$ cat src/rtl/hazard_pkg.sv
// Shared constants and types for the ID/EXE hazard scoreboard.
// Forwarding select encoding and opcodes that skip src1.
package hazard_pkg;

  localparam logic [1:0] FWD_RF  = 2'd0;
  localparam logic [1:0] FWD_EXE = 2'd1;
  localparam logic [1:0] FWD_MEM = 2'd2;
  localparam logic [1:0] FWD_WB  = 2'd3;

  localparam logic [3:0] OP_MOV = 4'b1101;
  localparam logic [3:0] OP_MVN = 4'b1111;

  typedef struct packed {
    logic       hazard;
    logic [1:0] sel;
  } fwd_t;

endpackage

$ cat src/rtl/sb_counter.sv
// Per-register in-flight write counter.
// One issue and up to two releases per cycle; releases past zero are dropped.
module sb_counter #(
  parameter int CNT_W = 2
) (
  input  logic             clk,
  input  logic             rst_n,
  input  logic             inc,
  input  logic             dec0,
  input  logic             dec1,
  output logic [CNT_W-1:0] cnt,
  output logic             sat,
  output logic             underflow
);

  localparam logic [CNT_W:0] MAX = {1'b0, {CNT_W{1'b1}}};

  logic [1:0]     ndec;
  logic [CNT_W:0] cur;
  logic [CNT_W:0] dec;
  logic [CNT_W:0] nxt;

  always_comb begin
    ndec      = {1'b0, dec0} + {1'b0, dec1};
    cur       = {1'b0, cnt};
    dec       = (CNT_W + 1)'(ndec);
    underflow = 1'b0;
    if (dec > cur) begin
      underflow = 1'b1;
      dec       = cur;
    end
    nxt = cur + {{CNT_W{1'b0}}, inc} - dec;
    if (nxt > MAX) nxt = MAX;
  end

  assign sat = (cur == MAX);

  always_ff @(posedge clk or negedge rst_n) begin
    if (!rst_n) cnt <= '0;
    else        cnt <= nxt[CNT_W-1:0];
  end

endmodule

$ cat src/rtl/hazard_scoreboard.sv
// ID/EXE hazard scoreboard: in-flight write tracking, stall,
// per-source forwarding selects and a saturating stall counter.
module hazard_scoreboard
  import hazard_pkg::*;
#(
  parameter int REG_AW   = 4,
  parameter int NUM_REGS = 16,
  parameter int CNT_W    = 2,
  parameter int FWD_EN   = 1
) (
  input  logic                clk,
  input  logic                rst_n,
  input  logic                id_valid,
  input  logic [3:0]          id_opcode,
  input  logic [REG_AW-1:0]   id_src1,
  input  logic [REG_AW-1:0]   id_src2,
  input  logic                id_two_src,
  input  logic                id_wb_en,
  input  logic [REG_AW-1:0]   id_dest,
  input  logic                exe_wb_en,
  input  logic [REG_AW-1:0]   exe_dest,
  input  logic                exe_is_load,
  input  logic                mem_wb_en,
  input  logic [REG_AW-1:0]   mem_dest,
  input  logic                wb_valid,
  input  logic [REG_AW-1:0]   wb_dest,
  input  logic                kill_valid,
  input  logic [REG_AW-1:0]   kill_dest,
  output logic                stall,
  output logic [1:0]          fwd_sel_a,
  output logic [1:0]          fwd_sel_b,
  output logic [NUM_REGS-1:0] busy,
  output logic                sb_err,
  output logic [31:0]         stall_cnt
);

  localparam int SLOTS = 2 ** REG_AW;

  logic [CNT_W-1:0] cnt [SLOTS];
  logic [SLOTS-1:0] sat;
  logic [SLOTS-1:0] uf;
  logic [SLOTS-1:0] nz;
  logic [SLOTS-1:0] one;
  logic             issue;
  logic             use1;
  logic             use2;
  fwd_t             pa;
  fwd_t             pb;

  // Slots beyond NUM_REGS read as idle so any address is safe to index.
  for (genvar r = 0; r < SLOTS; r++) begin : g_slot
    if (r < NUM_REGS) begin : g_cnt
      sb_counter #(.CNT_W(CNT_W)) u_cnt (
        .clk       (clk),
        .rst_n     (rst_n),
        .inc       (issue & (id_dest == REG_AW'(r))),
        .dec0      (wb_valid & (wb_dest == REG_AW'(r))),
        .dec1      (kill_valid & (kill_dest == REG_AW'(r))),
        .cnt       (cnt[r]),
        .sat       (sat[r]),
        .underflow (uf[r])
      );
    end else begin : g_idle
      assign cnt[r] = '0;
      assign sat[r] = 1'b0;
      assign uf[r]  = 1'b0;
    end
    assign nz[r]  = (cnt[r] != '0);
    assign one[r] = (cnt[r] == CNT_W'(1));
  end

  function automatic fwd_t pick(input logic [REG_AW-1:0] s);
    logic pend;
    pend = nz[s] & ~(one[s] & wb_valid & (wb_dest == s));
    pick = '{hazard: 1'b0, sel: FWD_RF};
    if (FWD_EN == 0) begin
      pick.hazard = nz[s];
    end else if (exe_wb_en && exe_dest == s) begin
      if (exe_is_load) pick.hazard = 1'b1;
      else             pick.sel    = FWD_EXE;
    end else if (mem_wb_en && mem_dest == s) begin
      pick.sel = FWD_MEM;
    end else if (wb_valid && wb_dest == s) begin
      pick.sel = FWD_WB;
    end else if (pend) begin
      pick.hazard = 1'b1;
    end
  endfunction

  assign use1 = id_valid & ~(id_opcode == OP_MOV | id_opcode == OP_MVN);
  assign use2 = id_valid & id_two_src;
  assign pa   = pick(id_src1);
  assign pb   = pick(id_src2);

  assign stall = (use1 & pa.hazard)
               | (use2 & pb.hazard)
               | (id_valid & id_wb_en & sat[id_dest]);

  assign issue     = id_valid & id_wb_en & ~stall;
  assign fwd_sel_a = use1 ? pa.sel : FWD_RF;
  assign fwd_sel_b = use2 ? pb.sel : FWD_RF;
  assign busy      = nz[NUM_REGS-1:0];

  always_ff @(posedge clk or negedge rst_n) begin
    if (!rst_n) begin
      sb_err    <= 1'b0;
      stall_cnt <= '0;
    end else begin
      if (|uf) sb_err <= 1'b1;
      if (stall && stall_cnt != '1) stall_cnt <= stall_cnt + 32'd1;
    end
  end

endmodule
$ cat config.mk
export PLATFORM = sky130hd
export DESIGN_NAME = hazard_scoreboard
export DESIGN_NICKNAME = d
export VERILOG_FILES = /design/src/rtl/hazard_pkg.sv /design/src/rtl/sb_counter.sv /design/src/rtl/hazard_scoreboard.sv
export SDC_FILE = /design/constraint.sdc
export NUM_CORES = 1
export LEC_CHECK = 0
export BUFFER_PORTS_ARGS = -buffer_cell sky130_fd_sc_hd__buf_2
export CORE_ASPECT_RATIO = 1.4
export CORE_UTILIZATION = 30
export CTS_CLUSTER_SIZE = 28
export DETAILED_ROUTE_END_ITERATION = 10
export PLACE_DENSITY_LB_ADDON = 0.3
export SETUP_SLACK_MARGIN = 0.2
export SLEW_MARGIN = 30
export SYNTH_ARGS = -nofsm -noshare
export SYNTH_HDL_FRONTEND = slang
export SYNTH_HIERARCHICAL = 1
export SYNTH_SLANG_ARGS = --single-unit
$ cat constraint.sdc
create_clock -name clk -period 3.9 [get_ports clk]
set_input_delay 0.39 -clock clk [delete_from_list [all_inputs] [get_ports clk]]
set_output_delay 0.39 -clock clk [all_outputs]
set_load 0.005 [all_outputs]
==> summary.txt, run 1 <==
Yosys
  – Xor and xnor area share after synthesis: 8.45%
  – Synth Area per Inst: 8.49 um2
  – Synth Area in Simple Gates: 21.8%
  – Async S/R FF share, synth: 100%
  – Synth Area in Compound Gates: 13.5%
  – Largest family of logic cells by synthesized area: simple AND/OR/NAND/NOR gates
  – Adder and majority gate portion of the synthesized area: 21.8%
  – Synth Register Bits: 65
  – Synth warnings: 6
  – Fraction of the yosys area taken by sequential cells: 23.1%
  – Mapped cell area: 7050 um2
  – Synth Instances: 830
  – Mapped Nets: 985
  – Number of flops mapped to enable cells by yosys: 0
  – Distinct cells, synth: 51
  – Top FF cell, synth: dfrtp_1
  – Multiplexer area fraction after synthesis: 3.18%

GRT
  – Initial antenna violation count: 2
  – Tot GR Track Use: 17.2%
  – Pin count of the biggest net entering global routing: 42
  – Global route total overflow: 0
  – First-pass GRT wire length: 32.1 mm
  – Vias in the first global route: 6271

STA
  – Slew HR: 59.5%
  – Unrepaired setup endpoints after global routing: true
  – Period utilization: 94.1%
  – Final setup violation count: 0
  – Least-Margin Pin Slew: 0.607 ns
  – Final hold vios: 0
  – Max-slew violation count: 0
  – Setup TNS: 0 ns
  – Max Clk Rate: 272 MHz
  – Minimum clock period: 3.67 ns
  – Skew final: 0.0133 ns

Routing
  – Final WL: 20.3 mm
  – Vias post-DR: 6371
  – Final ANT Viol Nets: 0
  – Drt wl/cell: 15.7 um
  – DR vias/cell: 4.92
  – DR DRC count: 0
  – Initial drt markers: 382
  – DR pass1 iterations: 8

Critical path
  – CP required: 4.13 ns
  – Crit Path Max Fanout: 4
  – Critical path arrival: 3.91 ns
  – Setup crit start kind: flop
  – Critical path type: flop to flop
  – Crit. End Element: flop

Min path
  – Hold Crit Class: input pin to async pin

Layout
  – Share of cells above drive strength 1: 29.4%
  – Nets@finish: 1137
  – Final core utilization: 39.1%
  – Commonest non-fill, non-tap cells in the layout: 105 x inv_1, 93 x buf_2, 89 x ha_1
  – Commonest non-fill, non-tap cell in the layout: inv_1
  – Area delta synth->final: 28.2%
  – Fin area: 9040 um2

Floorplan
  – Die area: 24100 um2
  – CORE AREA: 23100 um2
  – Chip width: 132 um
  – I/O pin count: 96
  – Die height: 183 um
  – Starting Density: 30.5%
  – FP Rows: 66

CTS
  – CTS Sinks: 65
  – CTS tree: done
  – Htree depth: 3
  – Max clock buf depth: 2
  – Hold buffer count at CTS: 0
  – Clk slew on worst S/H paths: 0.06 ns
  – CTS buffer count: 9
  – Clock Root Buffer: clkbuf_16
  – Worst-skew pair later-pin latency: 0.35 ns

Power and ir drop
  – Internal Power: 2.15 mW
  – Comb pwr share: 44.4%
  – Static Leakage: 4.21 nW
  – Switching part of the total: 35.9%
  – Clock share of power: 28.9%
  – Power per cell area: 371 nW/um2
  – Worst vdd ir: 0.245 mV
  – P_sw: 1.20 mW
  – Pwr Total: 3.36 mW
  – Reg power frac: 26.7%

Placement
  – PortBufs: 94
  – Routability Congestion: 0.825
  – Area after DPL: 8270 um2
  – DP HPWL: 16.3 mm

Status
  – Run status: finished clean

Job
  – Max_cap viols: 0
==> sequential cells by signal, indices dropped and copies added, names as in the netlist <==
register / cells
sb_err: 1
g_slot.g_cnt.u_cnt/cnt: 32
stall_cnt: 32
==> repair_timing <==
item                       in CTS  in global routing
setup endpoints to repair      32                 32
pin swaps                      11                 26
buffers inserted                1                  4
resized for setup              22                 60
==> per-stage QoR <==
step	setup slack, ns	instances	hold slack [ns]
2_1_floorplan	0.325	830	0.0944
3_3_place_gp	-0.0387	1272	0.471
3_5_place_dp	-0.0823	1272	0.445
4_1_cts	0.204	1289	0.0665
5_1_grt	0.0550	1294	0.0919
6_report	0.229	1295	0.0479
==> per-layer routing <==
| metal | global-route usage, % | vias up | share of wire [%] | wire length (um) |
|---|---|---|---|---|
| li1 | - | 3149 | - | - |
| met5 | 0 | - | 0 | 0 |
| met2 | 31.2 | 165 | 51 | 10400 |
| met4 | 6.98 | 0 | 2.4 | 488 |
| met3 | 2.93 | 26 | 3.9 | 782 |
| met1 | 20.0 | 3031 | 42 | 8620 |
==> cells in the mapped netlist, types with 9 or more instances <==
cell | count | area [um2]
inv_1 | 113 | 424
ha_1 | 97 | 1210
nor2_1 | 83 | 312
dfrtp_1 | 65 | 1630
xnor2_1 | 53 | 464
nand2_1 | 45 | 169
a21oi_1 | 35 | 175
a22o_1 | 32 | 280
nor3_1 | 27 | 135
nand2b_1 | 24 | 150
a211oi_1 | 21 | 158
and2_1 | 20 | 125
nand3_1 | 19 | 95.1
nand4_1 | 19 | 119
nor2b_1 | 17 | 106
a211oi_2 | 16 | 200
fa_1 | 16 | 320
inv_2 | 16 | 60.1
xor2_1 | 15 | 131
and3_1 | 12 | 75.1
clkbuf_1 | 12 | 45.0
nor4_1 | 9 | 56.3
or2_2 | 9 | 56.3
==> cell families after synthesis <==
| kind of cell | after synthesis |
|---|---|
| XOR/XNOR | 68 |
| multiplexers | 12 |
| flip-flops | 65 |
| AND/OR/NAND/NOR | 301 |
| AO/OA/AOI/OAI | 123 |
| adder cells (fa/ha/maj) | 113 |
| buffers and inverters | 148 |
==> worst paths after layout <==
| kind | depth (start not counted) | endpoint | slack [ns] | startpoint |
|---|---|---|---|---|
| worst max register to register | 19 | g_slot[8].g_cnt.u_cnt/cnt[1]$_DFF_PN0_ | 0.23 | g_slot[0].g_cnt.u_cnt/cnt[1]$_DFF_PN0_ |
| worst min-delay path | 1 | g_slot[11].g_cnt.u_cnt/cnt[1]$_DFF_PN0_ | 0.05 | rst_n |
| worst min register to register | 1 | stall_cnt[29]$_DFFE_PN0P_ | 0.48 | stall_cnt[29]$_DFFE_PN0P_ |
| min in group clk | 1 | stall_cnt[29]$_DFFE_PN0P_ | 0.48 | stall_cnt[29]$_DFFE_PN0P_ |
| worst max-delay path | 19 | g_slot[8].g_cnt.u_cnt/cnt[1]$_DFF_PN0_ | 0.23 | g_slot[0].g_cnt.u_cnt/cnt[1]$_DFF_PN0_ |
| max in group asynchronous | 3 | stall_cnt[1]$_DFFE_PN0P_ | 2.95 | rst_n |
==> critical path, stage by stage, from the launching register on <==
cell,delay [ns]
dfrtp_1,0.37
buf_4,0.13
and2_1,0.15
mux4_2,0.49
nor2b_1,0.16
a211oi_2,0.24
a21oi_1,0.11
nor2_1,0.12
and3_4,0.25
nand2b_4,0.08
buf_6,0.14
nor2_1,0.10
inv_1,0.05
ha_1,0.28
inv_1,0.05
ha_1,0.12
inv_1,0.05
fa_1,0.40
xnor2_2,0.19
nand2_1,0.08
==> final cells by class <==
cell class | instances | area, um2
sequential | 65 | 1630
clock buffer | 10 | 229
antenna | 2 | 5.00
fill | 2402 | 14100
tap | 306 | 383
inverter | 129 | 489
timing repair buffer | 160 | 992
clock inverter | 6 | 115
multi-input combinational | 617 | 5200
==> power groups by stage <==
| stage | sequential (mW) | combinational (mW) | clock [mW] |
|---|---|---|---|
| 2_1_floorplan | 0.911 | 0.905 | 0 |
| 3_5_place_dp | 0.907 | 1.34 | 0 |
| 3_3_place_gp | 0.903 | 1.30 | 0 |
| 6_report | 0.897 | 1.49 | 0.970 |
| 5_1_grt | 0.915 | 1.67 | 1.01 |
| 4_1_cts | 0.897 | 1.39 | 0.995 |
Power figures use the tool's default switching activity.
==> run 2, diff against run 1 <==
clock period = 4.7 ns   (was 3.9 ns; I/O delays follow)
==> run 2 against run 1 <==
  * Final cell count is 4.6% lower
  * First-iteration DRC count is 34% lower
  * Fmax is 12% lower
  * Cell area is 9.6% lower
  * Utilization is 3.7 points lower
  * Via count is 2.5% lower
  * Setup slack better by 0.31 ns
  * Routed wire length is 4.7% lower
  * Die area stayed put
  * Clock skew is 0.0064 ns lower
==> summary.txt, run 2 (synthesized netlist as in run 1, its figures left out) <==
Status
  – Run status: finished clean

CTS
  – Postcts setup bufs: 0 (-1)
  – Htree depth: 3 (unchanged)
  – Clock Root Buffer: clkbuf_16
  – CTS tree: done
  – Worst-skew pair later-pin latency: 0.35 ns (about the same)
  – Max clock buf depth: 2 (unchanged)
  – Hold buffer count at CTS: 0 (unchanged)
  – CTS Sinks: 65 (unchanged)
  – Clk slew on worst S/H paths: 0.06 ns (about the same)
  – CTS buffer count: 9 (unchanged)
  – PostCTS Resize Cnt: 0 (-100%)

Critical path
  – Worst Setup SP: g_slot[3].g_cnt.u_cnt/cnt[0]$_DFF_PN0_
  – Crit. End Element: flop
  – CP cell instances: or2_2 > mux2_2 > mux4_2 > a211oi_1 > a211o_1 > and3_1 > nand2b_1 > nor3_1 > inv_1 > ha_1 > inv_1 > ha_1 > inv_1 > fa_1 > xnor2_1 > nand2_1
  – Crit Path Max Fanout: 8 (+4)
  – Slowest CP cell: mux4_2
  – Critical path type: flop to flop
  – CP required: 4.94 ns (+0.81 ns)
  – R2R Setup Slk: 0.54 ns (+0.31 ns)
  – Reg2reg end: g_slot[6].g_cnt.u_cnt/cnt[1]$_DFF_PN0_
  – R2R cell count: 16 (-3)
  – Most used cell, CP: inv_1
  – Largest stage delay, worst path: 0.49 ns (about the same)
  – Setup crit start kind: flop
  – Worst r2r src: g_slot[3].g_cnt.u_cnt/cnt[0]$_DFF_PN0_
  – Critical path arrival: 4.40 ns (+0.49 ns)
  – Setup crit end: g_slot[6].g_cnt.u_cnt/cnt[1]$_DFF_PN0_

STA
  – Skew final: 0.00692 ns (-0.00637 ns)
  – Period utilization: 88.5% (-5.6 points)
  – Unrepaired setup endpoints after global routing: false
  – Minimum clock period: 4.16 ns (+0.490 ns)
  – Final hold vios: 0 (unchanged)
  – Setup TNS: 0 ns (unchanged)
  – Final setup violation count: 0 (unchanged)
  – Least-Margin Pin Slew: 0.705 ns (+0.0978 ns)
  – Max Clk Rate: 240 MHz (-12%)
  – Slew HR: 52.7% (-6.9 points)
  – Max-slew violation count: 0 (unchanged)

Floorplan
  – Die area: 24100 um2 (unchanged)
  – Starting Density: 30.5% (unchanged)
  – I/O pin count: 96 (unchanged)
  – Die height: 183 um (unchanged)
  – CORE AREA: 23100 um2 (unchanged)
  – Chip width: 132 um (unchanged)
  – FP Rows: 66 (unchanged)

Routing
  – DR vias/cell: 5.03 (+2.2%)
  – DR pass1 iterations: 5 (-3)
  – Drt wl/cell: 15.7 um (about the same)
  – Initial drt markers: 253 (-34%)
  – Vias post-DR: 6209 (-2.5%)
  – Final WL: 19.3 mm (-4.7%)
  – Final ANT Viol Nets: 0 (unchanged)
  – DR DRC count: 0 (unchanged)

Power and ir drop
  – Worst vdd ir: 0.187 mV (-24%)
  – Power per cell area: 301 nW/um2 (-19%)
  – Pwr Total: 2.46 mW (-27%)
  – Static Leakage: 3.81 nW (-9.4%)

Layout
  – Commonest non-fill, non-tap cell in the layout: inv_1
  – Area delta synth->final: 15.9%
  – Share of cells above drive strength 1: 18.4% (-11 points)
  – Largest registers: g_slot.g_cnt.u_cnt/cnt (32), stall_cnt (32), sb_err (1)
  – Nets@finish: 1078 (-5.2%)
  – Multi-input gate area: 4850 um2 (-6.7%)
  – Filler Cell Count: 2473 (+3.0%)
  – Register area: 1630 um2 (about the same)
  – Commonest non-fill, non-tap cells in the layout: 113 x inv_1, 97 x ha_1, 93 x buf_2

GRT
  – Global route total overflow: 0 (unchanged)
  – Met3 Use GR: 2.74% (-0.19 points)
  – Vias in the first global route: 5931 (-5.4%)
  – First-pass GRT wire length: 30.8 mm (-4.0%)
  – Pin count of the biggest net entering global routing: 38 (-9.5%)
  – Top Usage Layer GRT: met2
  – Initial antenna violation count: 1 (-1)
  – Tot GR Track Use: 16.6% (-0.60 points)
  – Met2 usage: 29.5% (-1.7 points)
  – Met1 Use GR: 19.4% (-0.58 points)

Placement
  – PortBufs: 94 (unchanged)
  – Routability Congestion: 0.840 (+1.8%)
  – DP HPWL: 15.5 mm (-4.6%)

Min path
  – Hold Crit Class: input pin to async pin

Job
  – Max_cap viols: 0 (unchanged)
-- run 2: worst min-delay path by stage --
stage / startpoint / endpoint / slack, ns / depth (start not counted)
floorplan: rst_n / g_slot[0].g_cnt.u_cnt/cnt[0]$_DFF_PN0_ / 0.17 / 0
global placement: stall_cnt[9]$_DFFE_PN0P_ / stall_cnt[9]$_DFFE_PN0P_ / 0.47 / 1
detailed placement: stall_cnt[26]$_DFFE_PN0P_ / stall_cnt[26]$_DFFE_PN0P_ / 0.48 / 1
CTS: rst_n / g_slot[11].g_cnt.u_cnt/cnt[0]$_DFF_PN0_ / 0.28 / 1
global route: rst_n / g_slot[11].g_cnt.u_cnt/cnt[0]$_DFF_PN0_ / 0.13 / 1
finish: rst_n / g_slot[11].g_cnt.u_cnt/cnt[0]$_DFF_PN0_ / 0.09 / 1
-- run 2: critical path: cells and delay by family, from the launching register on --
| family | cells | cell delay (ns) |
|---|---|---|
| flops | 1 | 0.44 |
| buf+inv | 3 | 0.18 |
| xor+xnor | 1 | 0.22 |
| simple gates | 5 | 1.25 |
| mux | 2 | 0.77 |
| compound gates | 2 | 0.40 |
| fa+ha+maj | 3 | 0.80 |
-- run 2: cell type report --
class                      instances  area share [%]
multi-input combinational        617            59.3
sequential                        65            19.9
timing repair buffer             101            6.43
inverter                         129            5.92
tap                              306            4.68
clock buffer                       9            2.76
clock inverter                     7           0.964
antenna                            1          0.0306
-- run 2: per-stage QoR --
step / setup slack, ns / area (um2) / utilization (%) / hold slack [ns] / std cells
2_1_floorplan: 1.12 / 7050 / - / 0.174 / 830
3_3_place_gp: 0.520 / 7860 / 34.0 / 0.474 / 1218
3_5_place_dp: 0.461 / 7870 / 34.0 / 0.481 / 1218
4_1_cts: 0.509 / 8170 / 35.3 / 0.280 / 1234
5_1_grt: 0.217 / 8170 / 35.4 / 0.127 / 1235
6_report: 0.539 / 8170 / 35.4 / 0.0870 / 1235
-- run 2: power by group --
part	internal [mW]	total, mW	leakage [nW]	switching, mW
registers	0.653	0.784	0.747	0.130
logic	0.457	0.975	2.92	0.518
clock network	0.416	0.703	0.150	0.287
-- run 2: routing by layer --
layer,part of all wire (%),vias up
met3,4.6,33
met1,43,2982
met5,0,-
met4,3.3,0
met2,49,166
li1,-,3028
==> run 3, diff against run 2 <==
ABC_AREA = 1   (was not set)
SETUP_SLACK_MARGIN = not set   (was 0.2)
==> run 3 against run 2 <==
  * Sequential power increased by 8.9%
  * Via count is 13% higher
  * Setup slack improved by 0.66 ns
  * Die area up 3.2%
  * Sequential cell count stayed put
  * Final cell count rose by 23%
  * Combinational power grew 22%
  * Sequential share of layout area is 0.46 points lower
  * Synthesized cell count rose by 34%
  * Routed wire length up 6.2%
  * Global-route usage rose by 0.47 points
  * Power rose by 13%
==> summary.txt, run 3 <==
Routing
  – Final ANT Viol Nets: 0 (unchanged)
  – DR DRC count: 0 (unchanged)
  – Initial drt markers: 370 (+46%)
  – DR vias/cell: 4.61 (-8.4%)
  – Final WL: 20.5 mm (+6.2%)
  – Drt wl/cell: 13.5 um (-14%)
  – Vias post-DR: 6996 (+13%)
  – DR pass1 iterations: 5 (unchanged)

Placement
  – Place WS: 1.00 ns (+0.542 ns)
  – Routability Congestion: 0.925 (+10%)
  – Area after DPL: 8060 um2 (+2.5%)
  – PortBufs: 94 (unchanged)
  – DP HPWL: 16.4 mm (+5.9%)

STA
  – Skew final: 0.00786 ns (+0.000942 ns)
  – Unrepaired setup endpoints after global routing: false
  – Least-Margin Pin Slew: 0.620 ns (-0.0844 ns)
  – Max Clk Rate: 286 MHz (+19%)
  – Final setup violation count: 0 (unchanged)
  – Slew HR: 58.6% (+6.0 points)
  – Max-slew violation count: 0 (unchanged)
  – Final WS setup: 1.20 ns (+0.664 ns)
  – Minimum clock period: 3.50 ns (-0.664 ns)
  – Period utilization: 74.4% (-14 points)
  – Setup TNS: 0 ns (unchanged)
  – Final hold vios: 0 (unchanged)

Yosys
  – Post-synth top cells: 342 x nand2_1, 247 x inv_1, 104 x nor2_1
  – Number of flops mapped to enable cells by yosys: 0 (unchanged)
  – Async S/R FF share, synth: 100% (unchanged)
  – Top FF cell, synth: dfrtp_1
  – Top cells by area, synth: dfrtp_1 22%, nand2_1 18%, ha_1 17%, inv_1 13%, nand3_1 6.1%
  – Post-synth top area share: 22.4% (-0.72 points)
  – Post-synthesis cell type with the largest combined area: dfrtp_1
  – Synth Instances: 1111 (+34%)
  – Synth Area in Simple Gates: 34.0% (+12 points)
  – Adder and majority gate portion of the synthesized area: 21.1% (-0.68 points)
  – Fraction of the yosys area taken by sequential cells: 22.4% (-0.72 points)
  – Synth Area in Compound Gates: 1.94% (-12 points)
  – Distinct cells, synth: 35 (-31%)
  – Largest family of logic cells by synthesized area: simple AND/OR/NAND/NOR gates
  – Count leader, synth: nand2_1
  – Synth Area per Inst: 6.55 um2 (-23%)
  – Synth Register Bits: 65 (unchanged)
  – Xor and xnor area share after synthesis: 6.38% (-2.1 points)
  – Mapped cell area: 7280 um2 (+3.2%)
  – Multiplexer area fraction after synthesis: 0% (-3.2 points)
  – Mapped Nets: 1266 (+29%)
  – Synth warnings: 6 (unchanged)

CTS
  – PostCTS Resize Cnt: 0 (unchanged)
  – CTS buffer count: 9 (unchanged)
  – CTS Sinks: 65 (unchanged)
  – Hold buffer count at CTS: 0 (unchanged)
  – Clk slew on worst S/H paths: 0.06 ns (about the same)
  – Max clock buf depth: 2 (unchanged)
  – Postcts setup bufs: 0 (unchanged)
  – CTS tree: done
  – Htree depth: 3 (unchanged)
  – Clock Root Buffer: clkbuf_16
  – Worst-skew pair later-pin latency: 0.35 ns (about the same)

Layout
  – Nets@finish: 1359 (+26%)
  – Antenna cells: 0 (-1)
  – Largest registers: g_slot.g_cnt.u_cnt/cnt (32), stall_cnt (32), sb_err (1)
  – Filler Cell Count: 2654 (+7.3%)
  – Commonest non-fill, non-tap cells in the layout: 342 x nand2_1, 247 x inv_1, 104 x nor2_1
  – Fin area: 8370 um2 (+2.4%)
  – Final core utilization: 35.0% (-0.32 points)
  – Share of cells above drive strength 1: 10.4% (-8.0 points)
  – Area delta synth->final: 15.0%
  – Commonest non-fill, non-tap cell in the layout: nand2_1

Floorplan
  – I/O pin count: 96 (unchanged)
  – FP Rows: 67 (+1.5%)
  – Die height: 186 um (+1.6%)
  – Chip width: 134 um (+1.6%)
  – CORE AREA: 23900 um2 (+3.3%)
  – Starting Density: 30.5% (-0.034 points)
  – Die area: 24900 um2 (+3.2%)

Critical path
  – Worst path buffer plus inverter count: 4 (+1)
  – Critical path arrival: 3.73 ns (-0.67 ns)
  – Crit Path Max Fanout: 5 (-3)
  – Setup crit start kind: flop
  – Crit. End Element: flop
  – Largest stage delay, worst path: 0.43 ns (-0.06 ns)
  – Critical path type: flop to flop
  – Slowest CP cell: dfrtp_1
  – CP top delay family: simple AND/OR/NAND/NOR gates
  – CP required: 4.93 ns (about the same)
  – CP cell instances: nor2_1 > inv_1 > nand2_1 > nand3_1 > nand3_1 > nand3_1 > nand3_1 > nand2_1 > a21oi_2 > nand4_1 > nor2_1 > inv_1 > ha_1 > inv_1 > ha_1 > inv_1 > fa_1 > xnor2_1 > nand2_1

GRT
  – Tot GR Track Use: 17.1% (+0.47 points)
  – First-pass GRT wire length: 33.1 mm (+7.2%)
  – Global route total overflow: 0 (unchanged)
  – Pin count of the biggest net entering global routing: 41 (+7.9%)
  – Initial antenna violation count: 0 (-1)
  – Vias in the first global route: 6873 (+16%)

Job
  – Max_cap viols: 0 (unchanged)

Power and ir drop
  – Power per cell area: 331 nW/um2 (+9.9%)
  – Worst vdd ir: 0.183 mV (-2.0%)
  – Pwr Total: 2.77 mW (+13%)
  – Static Leakage: 4.86 nW (+27%)

Min path
  – Hold Crit Class: input pin to async pin

Status
  – Run status: finished clean
-- run 3: changes by cell type after synthesis, sizes merged, moves of 12 or more --
cell	delta
a21oi	-33
nand2b	-24
nand2	+299
a211oi	-37
nor2b	-17
nand3	+71
a22o	-32
xor2	+16
inv	+124
xnor2	-31
and3	-12
nor2	+22
and2	-20
-- run 3: path summary, 6_finish.rpt --
kind	to	slack [ns]	start	depth (start not counted)
worst min register to register	stall_cnt[31]$_DFFE_PN0P_	0.50	stall_cnt[31]$_DFFE_PN0P_	2
worst max-delay path	g_slot[9].g_cnt.u_cnt/cnt[1]$_DFF_PN0_	1.20	g_slot[9].g_cnt.u_cnt/cnt[0]$_DFF_PN0_	19
max in group asynchronous	g_slot[12].g_cnt.u_cnt/cnt[0]$_DFF_PN0_	3.54	rst_n	2
min in group clk	stall_cnt[31]$_DFFE_PN0P_	0.50	stall_cnt[31]$_DFFE_PN0P_	2
worst max register to register	g_slot[9].g_cnt.u_cnt/cnt[1]$_DFF_PN0_	1.20	g_slot[9].g_cnt.u_cnt/cnt[0]$_DFF_PN0_	19
worst min-delay path	stall_cnt[8]$_DFFE_PN0P_	0.13	rst_n	1
-- run 3: kinds of logic (layout without fill, tap and decap cells) --
kind of cell | Yosys count | in the layout
and+or+nand+nor | 592 | 592
buffers and inverters | 267 | 365
adders and majority gates | 113 | 113
DFF | 65 | 65
xor gates and xnor gates | 53 | 53
AOI/OAI and AO/OA | 21 | 21
-- run 3: area by class of cell --
class / instances / area, um2 / share of cell area [%]
Tap cell: 310 / 388 / 4.63
Clock inverter: 4 / 51.3 / 0.613
Clock buffer: 12 / 256 / 3.06
Timing Repair Buffer: 96 / 485 / 5.80
Inverter: 253 / 950 / 11.3
Sequential cell: 65 / 1630 / 19.4
Multi-Input combinational cell: 779 / 4610 / 55.1
-- run 3: report_power, final --
part / switching [mW] / internal [mW] / total (mW)
clock network: 0.286 / 0.440 / 0.726
registers: 0.169 / 0.685 / 0.854
logic: 0.697 / 0.491 / 1.19
-- run 3: layer usage --
layer / track usage, % / wire length [um] / vias to the layer above
li1: - / - / 3559
met1: 18.8 / 8360 / 3217
met2: 32.0 / 10600 / 173
met3: 1.79 / 701 / 47
met4: 9.64 / 890 / 0
met5: 0 / 0 / -
-- run 3: per-stage QoR --
step           cells  hold slack [ns]
2_1_floorplan   1111            0.174
3_3_place_gp    1503            0.478
3_5_place_dp    1503            0.486
4_1_cts         1519            0.152
5_1_grt         1519            0.183
6_report        1519            0.129
